<file path="config.mk">
export PLATFORM = sky130hd
export DESIGN_NAME = ldst_cmd_arbiter_flat
export DESIGN_NICKNAME = d
export VERILOG_FILES = /design/src/rtl/ldst_pkg.sv /design/src/rtl/ldst_cmd_arbiter_if.sv /design/src/rtl/ldst_rr_pick.sv /design/src/rtl/ldst_cmd_arbiter.sv /design/src/flat_wrapper.sv
export SDC_FILE = /design/constraint.sdc
export NUM_CORES = 1
export LEC_CHECK = 0
export ABC_AREA = 1
export CELL_PAD_IN_SITES_DETAIL_PLACEMENT = 0
export CELL_PAD_IN_SITES_GLOBAL_PLACEMENT = 1
export CORE_AREA = 8 8 312 314
export DETAILED_ROUTE_END_ITERATION = 7
export DIE_AREA = 0 0 320 322
export HOLD_SLACK_MARGIN = 0.08
export PLACE_DENSITY = 0.66
export SYNTH_ARGS = -nofsm -noshare
export SYNTH_HDL_FRONTEND = slang
export SYNTH_HIERARCHICAL = 1
export SYNTH_SLANG_ARGS = --single-unit
</file>
<file path="constraint.sdc">
create_clock -name clk -period 2.19 [get_ports clk]
set_input_delay 0.438 -clock clk [delete_from_list [all_inputs] [get_ports clk]]
set_output_delay 0.438 -clock clk [all_outputs]
set_load 0.01 [all_outputs]
</file>
<file path="src/rtl/ldst_pkg.sv">
// Shared command types and line-address helper for the load/store command arbiter.
// Latency: n/a (types only). Backpressure: n/a.
package ldst_pkg;

    typedef enum logic [1:0] {
        SIZE_1B = 2'b00,
        SIZE_2B = 2'b01,
        SIZE_4B = 2'b10,
        SIZE_8B = 2'b11
    } ldst_size_e;

    typedef struct packed {
        logic [3:0]  block_id;
        logic [9:0]  tid;
        logic        write_enable;
        logic [63:0] write_data;
        logic [7:0]  write_mask;
        logic [63:0] address;
        ldst_size_e  size;
        logic [6:0]  ld_dest_reg;
    } ldst_cmd_t;

    function automatic logic [63:0] line_addr(input logic [63:0] addr, input int unsigned line_bits);
        return addr >> line_bits;
    endfunction

endpackage

</file>
<file path="src/rtl/ldst_cmd_arbiter_if.sv">
// Requester-side and coalescer-side handshake bundle of the load/store command arbiter.
// Latency: n/a (wiring). Backpressure: req_ready per requester, out_ready from the coalescer.
interface ldst_cmd_arbiter_if #(
    parameter int N_REQ = 4
);
    localparam int IDW = $clog2(N_REQ);

    logic [N_REQ-1:0]        req_valid;
    logic [N_REQ-1:0]        req_ready;
    logic [N_REQ-1:0][3:0]   req_block_id;
    logic [N_REQ-1:0][9:0]   req_tid;
    logic [N_REQ-1:0]        req_write_enable;
    logic [N_REQ-1:0][63:0]  req_write_data;
    logic [N_REQ-1:0][7:0]   req_write_mask;
    logic [N_REQ-1:0][63:0]  req_address;
    logic [N_REQ-1:0][1:0]   req_size;
    logic [N_REQ-1:0][6:0]   req_ld_dest_reg;

    logic                    out_valid;
    logic                    out_ready;
    logic [3:0]              out_block_id;
    logic [9:0]              out_tid;
    logic                    out_write_enable;
    logic [63:0]             out_write_data;
    logic [7:0]              out_write_mask;
    logic [63:0]             out_address;
    logic [1:0]              out_size;
    logic [6:0]              out_ld_dest_reg;
    logic [IDW-1:0]          out_req_id;

    modport master (
        input  req_valid, req_block_id, req_tid, req_write_enable, req_write_data,
               req_write_mask, req_address, req_size, req_ld_dest_reg, out_ready,
        output req_ready, out_valid, out_block_id, out_tid, out_write_enable,
               out_write_data, out_write_mask, out_address, out_size, out_ld_dest_reg,
               out_req_id
    );

    modport slave (
        output req_valid, req_block_id, req_tid, req_write_enable, req_write_data,
               req_write_mask, req_address, req_size, req_ld_dest_reg, out_ready,
        input  req_ready, out_valid, out_block_id, out_tid, out_write_enable,
               out_write_data, out_write_mask, out_address, out_size, out_ld_dest_reg,
               out_req_id
    );

endinterface

</file>
<file path="src/rtl/ldst_rr_pick.sv">
// Round-robin picker: first valid requester at or after start_i, wrapping modulo N_REQ.
// Latency: combinational. Backpressure: none; grant_o is all-zero when nothing is valid.
module ldst_rr_pick #(
    parameter int N_REQ = 4
) (
    input  logic [N_REQ-1:0]         valid_i,
    input  logic [$clog2(N_REQ)-1:0] start_i,
    output logic [N_REQ-1:0]         grant_o,
    output logic [$clog2(N_REQ)-1:0] idx_o,
    output logic                     any_o
);
    localparam int IDW = $clog2(N_REQ);

    always_comb begin
        int j;
        grant_o = '0;
        idx_o   = '0;
        any_o   = |valid_i;
        // Walk offsets from farthest to nearest so the nearest valid requester overwrites.
        for (int k = N_REQ - 1; k >= 0; k--) begin
            j = int'(start_i) + k;
            if (j >= N_REQ) j = j - N_REQ;
            if (valid_i[j]) idx_o = IDW'(j);
        end
        if (any_o) grant_o[idx_o] = 1'b1;
    end

endmodule

</file>
<file path="src/rtl/ldst_cmd_arbiter.sv">
// Round-robin arbiter feeding one registered command per cycle to the coalescer; optional sticky same-line policy (LDST_ARB_STICKY_EN).
// Latency: 1 cycle from accept to out_valid; full throughput with pop and load in the same cycle.
// Backpressure: out_valid && !out_ready holds the output stage and drops every req_ready.
module ldst_cmd_arbiter
    import ldst_pkg::*;
#(
    parameter int N_REQ           = 4,
    parameter int CACHE_LINE_SIZE = 32,
    parameter int MAX_BURST       = 8
) (
    input  logic                clk,
    input  logic                rst_n,
    ldst_cmd_arbiter_if.master  bus
);
    localparam int IDW = $clog2(N_REQ);

    if (N_REQ < 2 || N_REQ > 16 || MAX_BURST < 1 || MAX_BURST > 255 || CACHE_LINE_SIZE < 8) begin : g_cfg_err
        $error("ldst_cmd_arbiter: unsupported parameter combination");
    end

    ldst_cmd_t          req_cmd [N_REQ];
    ldst_cmd_t          out_cmd_q, out_cmd_d;
    logic               out_valid_q, out_valid_d;
    logic [IDW-1:0]     out_id_q, out_id_d;
    logic [IDW-1:0]     rr_ptr_q, rr_ptr_d;

    logic [N_REQ-1:0]   rr_grant, win_oh, grant;
    logic [IDW-1:0]     rr_idx, win_idx;
    logic               rr_any, load_en, accept;

`ifdef LDST_ARB_STICKY_EN
    localparam int unsigned LINE_BITS = $clog2(CACHE_LINE_SIZE);

    logic [IDW-1:0]     last_id_q, last_id_d;
    logic [63:0]        last_line_q, last_line_d;
    logic               last_vld_q, last_vld_d;
    logic [7:0]         burst_cnt_q, burst_cnt_d;
    logic               sticky_hit;
    logic [N_REQ-1:0]   sticky_oh;
`endif

    always_comb begin
        for (int i = 0; i < N_REQ; i++) begin
            req_cmd[i] = '{
                block_id:     bus.req_block_id[i],
                tid:          bus.req_tid[i],
                write_enable: bus.req_write_enable[i],
                write_data:   bus.req_write_data[i],
                write_mask:   bus.req_write_mask[i],
                address:      bus.req_address[i],
                size:         ldst_size_e'(bus.req_size[i]),
                ld_dest_reg:  bus.req_ld_dest_reg[i]
            };
        end
    end

    ldst_rr_pick #(.N_REQ(N_REQ)) u_rr_pick (
        .valid_i (bus.req_valid),
        .start_i (rr_ptr_q),
        .grant_o (rr_grant),
        .idx_o   (rr_idx),
        .any_o   (rr_any)
    );

    always_comb begin
        load_en     = !out_valid_q || bus.out_ready;
        win_idx     = rr_idx;
        win_oh      = rr_grant;
        out_valid_d = out_valid_q;
        out_cmd_d   = out_cmd_q;
        out_id_d    = out_id_q;
        rr_ptr_d    = rr_ptr_q;
`ifdef LDST_ARB_STICKY_EN
        last_id_d   = last_id_q;
        last_line_d = last_line_q;
        last_vld_d  = last_vld_q;
        burst_cnt_d = burst_cnt_q;
        sticky_oh   = '0;
        sticky_oh[last_id_q] = 1'b1;
        // Stay on the previous winner while it keeps hitting the same line, up to the burst cap.
        sticky_hit  = last_vld_q && bus.req_valid[last_id_q]
                   && (line_addr(req_cmd[last_id_q].address, LINE_BITS) == last_line_q)
                   && (int'(burst_cnt_q) < MAX_BURST - 1);
        if (sticky_hit) begin
            win_idx = last_id_q;
            win_oh  = sticky_oh;
        end
`endif
        accept = load_en && rr_any;
        grant  = accept ? win_oh : '0;

        if (accept) begin
            out_valid_d = 1'b1;
            out_cmd_d   = req_cmd[win_idx];
            out_id_d    = win_idx;
            rr_ptr_d    = (win_idx == IDW'(N_REQ - 1)) ? '0 : win_idx + 1'b1;
`ifdef LDST_ARB_STICKY_EN
            last_id_d   = win_idx;
            last_line_d = line_addr(req_cmd[win_idx].address, LINE_BITS);
            last_vld_d  = 1'b1;
            burst_cnt_d = sticky_hit ? burst_cnt_q + 8'd1 : 8'd0;
            if (sticky_hit) rr_ptr_d = rr_ptr_q;
`endif
        end else if (bus.out_ready) begin
            out_valid_d = 1'b0;
        end
    end

    always_ff @(posedge clk or negedge rst_n) begin
        if (!rst_n) begin
            out_valid_q <= 1'b0;
            out_cmd_q   <= '0;
            out_id_q    <= '0;
            rr_ptr_q    <= '0;
        end else begin
            out_valid_q <= out_valid_d;
            out_cmd_q   <= out_cmd_d;
            out_id_q    <= out_id_d;
            rr_ptr_q    <= rr_ptr_d;
        end
    end

`ifdef LDST_ARB_STICKY_EN
    always_ff @(posedge clk or negedge rst_n) begin
        if (!rst_n) begin
            last_id_q   <= '0;
            last_line_q <= '0;
            last_vld_q  <= 1'b0;
            burst_cnt_q <= '0;
        end else begin
            last_id_q   <= last_id_d;
            last_line_q <= last_line_d;
            last_vld_q  <= last_vld_d;
            burst_cnt_q <= burst_cnt_d;
        end
    end
`endif

    // Requesters must never see an accept while the arbiter is held in reset.
    assign bus.req_ready        = grant & {N_REQ{rst_n}};
    assign bus.out_valid        = out_valid_q;
    assign bus.out_block_id     = out_cmd_q.block_id;
    assign bus.out_tid          = out_cmd_q.tid;
    assign bus.out_write_enable = out_cmd_q.write_enable;
    assign bus.out_write_data   = out_cmd_q.write_data;
    assign bus.out_write_mask   = out_cmd_q.write_mask;
    assign bus.out_address      = out_cmd_q.address;
    assign bus.out_size         = out_cmd_q.size;
    assign bus.out_ld_dest_reg  = out_cmd_q.ld_dest_reg;
    assign bus.out_req_id       = out_id_q;

endmodule
</file>
<file path="src/flat_wrapper.sv">
// flat-port wrapper written by rule: the top's interface ports become plain ports
module ldst_cmd_arbiter_flat import ldst_pkg::*;
#(
    parameter int N_REQ           = 4,
    parameter int CACHE_LINE_SIZE = 32,
    parameter int MAX_BURST       = 8
)
  (clk, rst_n, bus_req_valid, bus_req_block_id, bus_req_tid, bus_req_write_enable, bus_req_write_data, bus_req_write_mask, bus_req_address, bus_req_size, bus_req_ld_dest_reg, bus_out_ready, bus_req_ready, bus_out_valid, bus_out_block_id, bus_out_tid, bus_out_write_enable, bus_out_write_data, bus_out_write_mask, bus_out_address, bus_out_size, bus_out_ld_dest_reg, bus_out_req_id);
  ldst_cmd_arbiter_if #(.N_REQ(N_REQ)) bus_i ();
  input  logic clk;
  input  logic rst_n;
  input wire logic [$bits(bus_i.req_valid)-1:0] bus_req_valid;
  input wire logic [$bits(bus_i.req_block_id)-1:0] bus_req_block_id;
  input wire logic [$bits(bus_i.req_tid)-1:0] bus_req_tid;
  input wire logic [$bits(bus_i.req_write_enable)-1:0] bus_req_write_enable;
  input wire logic [$bits(bus_i.req_write_data)-1:0] bus_req_write_data;
  input wire logic [$bits(bus_i.req_write_mask)-1:0] bus_req_write_mask;
  input wire logic [$bits(bus_i.req_address)-1:0] bus_req_address;
  input wire logic [$bits(bus_i.req_size)-1:0] bus_req_size;
  input wire logic [$bits(bus_i.req_ld_dest_reg)-1:0] bus_req_ld_dest_reg;
  input wire logic [$bits(bus_i.out_ready)-1:0] bus_out_ready;
  output wire logic [$bits(bus_i.req_ready)-1:0] bus_req_ready;
  output wire logic [$bits(bus_i.out_valid)-1:0] bus_out_valid;
  output wire logic [$bits(bus_i.out_block_id)-1:0] bus_out_block_id;
  output wire logic [$bits(bus_i.out_tid)-1:0] bus_out_tid;
  output wire logic [$bits(bus_i.out_write_enable)-1:0] bus_out_write_enable;
  output wire logic [$bits(bus_i.out_write_data)-1:0] bus_out_write_data;
  output wire logic [$bits(bus_i.out_write_mask)-1:0] bus_out_write_mask;
  output wire logic [$bits(bus_i.out_address)-1:0] bus_out_address;
  output wire logic [$bits(bus_i.out_size)-1:0] bus_out_size;
  output wire logic [$bits(bus_i.out_ld_dest_reg)-1:0] bus_out_ld_dest_reg;
  output wire logic [$bits(bus_i.out_req_id)-1:0] bus_out_req_id;
  assign bus_i.req_valid = bus_req_valid;
  assign bus_i.req_block_id = bus_req_block_id;
  assign bus_i.req_tid = bus_req_tid;
  assign bus_i.req_write_enable = bus_req_write_enable;
  assign bus_i.req_write_data = bus_req_write_data;
  assign bus_i.req_write_mask = bus_req_write_mask;
  assign bus_i.req_address = bus_req_address;
  assign bus_i.req_size = bus_req_size;
  assign bus_i.req_ld_dest_reg = bus_req_ld_dest_reg;
  assign bus_i.out_ready = bus_out_ready;
  assign bus_req_ready = bus_i.req_ready;
  assign bus_out_valid = bus_i.out_valid;
  assign bus_out_block_id = bus_i.out_block_id;
  assign bus_out_tid = bus_i.out_tid;
  assign bus_out_write_enable = bus_i.out_write_enable;
  assign bus_out_write_data = bus_i.out_write_data;
  assign bus_out_write_mask = bus_i.out_write_mask;
  assign bus_out_address = bus_i.out_address;
  assign bus_out_size = bus_i.out_size;
  assign bus_out_ld_dest_reg = bus_i.out_ld_dest_reg;
  assign bus_out_req_id = bus_i.out_req_id;
  ldst_cmd_arbiter #(.N_REQ(N_REQ), .CACHE_LINE_SIZE(CACHE_LINE_SIZE), .MAX_BURST(MAX_BURST)) u_core (.clk(clk), .rst_n(rst_n), .bus(bus_i));
endmodule
</file>
==> results.md, run 1 <==
- CP Launch Type: register
- Clk Latency, worst-skew pair: 0.50 ns
- Net Sw Frac: 0.497
- Share of the yosys chip area belonging to registers: 0.290
- Final wirelength: 87.6 mm
- Post-synth top area share: 0.345
- Status: finished, violations left
- Most frequent cells after synthesis: nand2_1 (1310), inv_1 (654), nand3_1 (328)
- DR DRC count: 0
- Dominant synthesized flop cell: dfrtp_1
- Comb power frac: 0.821
- Total power: 50.8 mW
- EDFF count, synth: 0
- Clk sink count: 165
- Width of the die: 320 µm
- Placed Instance Area: 24100 µm²
- CP peak stage delay: 0.42 ns
- Critical path arrival: 2.96 ns
- Final hold viol count: 0
- I/O pin cnt: 814
- Most common cell in the synthesized netlist: nand2_1
- Clock Skew: 0.0115 ns
- Synth Instances: 2628
- Cell area after layout: 29000 µm²
- Reg clk slew, reported paths: 0.08 ns
- CTS HTree Levels: 4
- F_max: 395 MHz
- RSZ-0062 raised after global routing: yes
- CTS Buf Count: 17
- Max cap viols: 0
- Hpwl dp: 62.1 mm
- Final period utilization: 1.16
- Router iterations before antenna repair: 8
- Worst EP required: 2.62 ns
- Worst setup margin: -0.344 ns
- Nets: 4140
- Synthesized area: 14200 µm²
- Internal power: 25.6 mW
- Power share of the clock group: 0.066
- Critical Path, Cell by Cell: buf_8 > clkinv_8 > nand2_2 > nand2_2 > nand2_1 > nand2_1 > nand2_2 > nand2_4 > nand2_4 > nand2_8 > buf_4 > buf_8 > buf_12 > nand3_1 > nand2_1 > nand2_1 > nand2_1
- Final ANT Viol Nets: 0
- Slew headroom: 0.587
- TritonCTS clock tree: done
- Pleak: 15.7 nW
- Failing checks: setup timing
- Fin crit period: 2.53 ns
- YS warnings: 6
- Register area: 4140 µm²
- CP delay by family, top: simple AND/OR/NAND/NOR gates
- Pre-CTS setup slack: -0.871 ns
- Max-slew violations: 0
- Async SR Flop Fraction: 1.00
- Vias in the first global route: 18187
- #FFs+latches synth: 165
- CP most frequent cell: nand2_1
- Share of cells above drive strength 1: 0.202
- Largest net degree at the start of global routing: 89
- Worst Path Max Fanout: 57
- Sequential Power Share: 0.112
- Multi-input gate area: 9150 µm²
- GPL Wtd Cong: 0.893
- VDD IR-drop max: 0.773 mV
- FILL cells: 10146
- Grt ovf: 0
- Largest area contributor in the netlist: nand2_1
- Finished Core Util: 0.314
- Core region area: 92500 µm²
- Starting Density: 0.154
- Worst path bufs/invs: 5
- Crit. End Element: register
- DRT iter0 DRCs: 964
- # port buffers: 813
- Initial antenna violation count: 13
- Core Rows: 112
- Critical path's slowest cell: dfrtp_2
- Global-route wire length before repair: 119 mm
- Net Switching: 25.3 mW
- Distinct cells, synth: 21
- Routed vias/inst: 3.88
- GR Util All Layers: 0.153
- Layout overhead on the synthesized area: 104%
- Wire per inst: 18.6 µm
- Critical setup path kind: reg -> reg
- Syn nets: 3276
- Die area: 103000 µm²
- Clock tree root buffer cell: clkbuf_16
- Synth area leaders: nand2_1 (35%), dfrtp_1 (29%), inv_1 (17%)
- Final Setup Violations: 167
- Worst Hold Class: in -> async
- Worst Tran Pin Value: 0.620 ns
- Post-Syn Area per Cell: 5.42 µm²
- CTS Buffer Depth: 2
- Via count: 18283
- Die height: 322 µm
- Pwr dens: 1750 nW/µm²
what timing repair did:
item	in CTS	in global routing
cloned	11	32
setup endpoints to repair	170	167
hold buffers	1	0
setup buffers	14	18
pin swaps	15	269
resized for setup	99	704
endpoints found under the hold margin	49	0
power by group through the flow:
stage / registers [mW] / clock network (mW) / logic [mW]
floorplan: 6.22 / 0 / 15.3
CTS: 5.75 / 3.53 / 31.7
finish: 5.70 / 3.37 / 41.8
global route: 5.92 / 3.60 / 45.1
detailed placement: 5.77 / 0 / 28.1
global placement: 5.76 / 0 / 28.2
per-stage QoR:
step	cells	hold WS [ns]	TNS, ns
finish	4711	0.335	-38.18
global route	4707	0.302	-60.13
CTS	4655	0.261	-29.50
detailed placement	4599	0.262	-106.66
global placement	4599	0.263	-105.37
floorplan	2628	0.142	0
cell families after synthesis:
| kind of cell | share of synthesized area |
|---|---|
| buffers and inverters | 0.240 |
| AOI/OAI and AO/OA | 0.00193 |
| and+or+nand+nor | 0.468 |
| adders and majority gates | 0.000878 |
| DFF | 0.290 |
path summary, 6_finish.rpt:
| check | startpoint | end | slack (ns) | cells past startpoint |
|---|---|---|---|---|
| min reg2reg | u_core/bus.out_write_data[50]$_DFFE_PN0P_ | u_core/bus.out_write_data[50]$_DFFE_PN0P_ | 0.47 | 2 |
| max in group asynchronous | rst_n | u_core/bus.out_address[55]$_DFFE_PN0P_ | 0.64 | 4 |
| max reg2reg | u_core/rr_ptr_q[0]$_DFFE_PN0P_ | u_core/bus.out_address[58]$_DFFE_PN0P_ | -0.34 | 17 |
| min in group clk | u_core/bus.out_write_data[50]$_DFFE_PN0P_ | u_core/bus.out_write_data[50]$_DFFE_PN0P_ | 0.47 | 2 |
| min | rst_n | u_core/bus.out_tid[9]$_DFFE_PN0P_ | 0.33 | 2 |
| max | u_core/rr_ptr_q[0]$_DFFE_PN0P_ | u_core/bus.out_address[58]$_DFFE_PN0P_ | -0.34 | 17 |
layer usage:
| layer | track usage | share of wire | up-vias |
|---|---|---|---|
| met1 | 0.185 | 0.42 | 8451 |
| met3 | 0.0403 | 0.060 | 64 |
| met2 | 0.269 | 0.50 | 531 |
| li1 | - | - | 9235 |
| met5 | 0 | 0.00015 | - |
| met4 | 0.0357 | 0.017 | 2 |
placed cells by master (no fill, tap or decap), types with 2 or more instances in the layout:
cell type	instances
nand3_1	139
clkinv_4	3
buf_16	17
bufinv_16	2
nand2_2	154
buf_6	25
nand2_1	1029
nor2_1	3
nand3_4	12
buf_8	15
nand2_4	131
clkinv_16	6
diode_2	9
inv_2	4
nor2_2	4
inv_6	7
dfrtp_1	160
nand2_8	3
inv_1	649
clkdlybuf4s50_1	808
buf_2	4
buf_12	42
nand3_2	179
clkbuf_1	2
o21ai_2	2
dfrtp_2	5
buf_4	42
clkbuf_16	43
clkbuf_8	3
clkinv_8	2
final cells by class:
type                            instances  area share
Timing Repair Buffer                  981       0.376
Multi-Input combinational cell       1661       0.315
Sequential cell                       165       0.142
Inverter                              659      0.0874
Tap cell                             1197      0.0516
Clock buffer                           21      0.0159
Timing Repair inverter                  7     0.00603
Clock inverter                         11     0.00483
Antenna cell                            9    0.000776
Note: power is estimated with default switching activity, not from simulation.
==> inputs of run 2 (changes only) <==
--- a/config.mk
+++ b/config.mk
@@ -6,6 +6,7 @@
 export NUM_CORES = 1
 export LEC_CHECK = 0
 export ABC_AREA = 1
+export CAP_MARGIN = 20
 export CELL_PAD_IN_SITES_DETAIL_PLACEMENT = 0
 export CELL_PAD_IN_SITES_GLOBAL_PLACEMENT = 1
 export CORE_AREA = 8 8 312 314
==> results of run 2 <==
Final layout, timing and power as in run 1 (identical DEF).
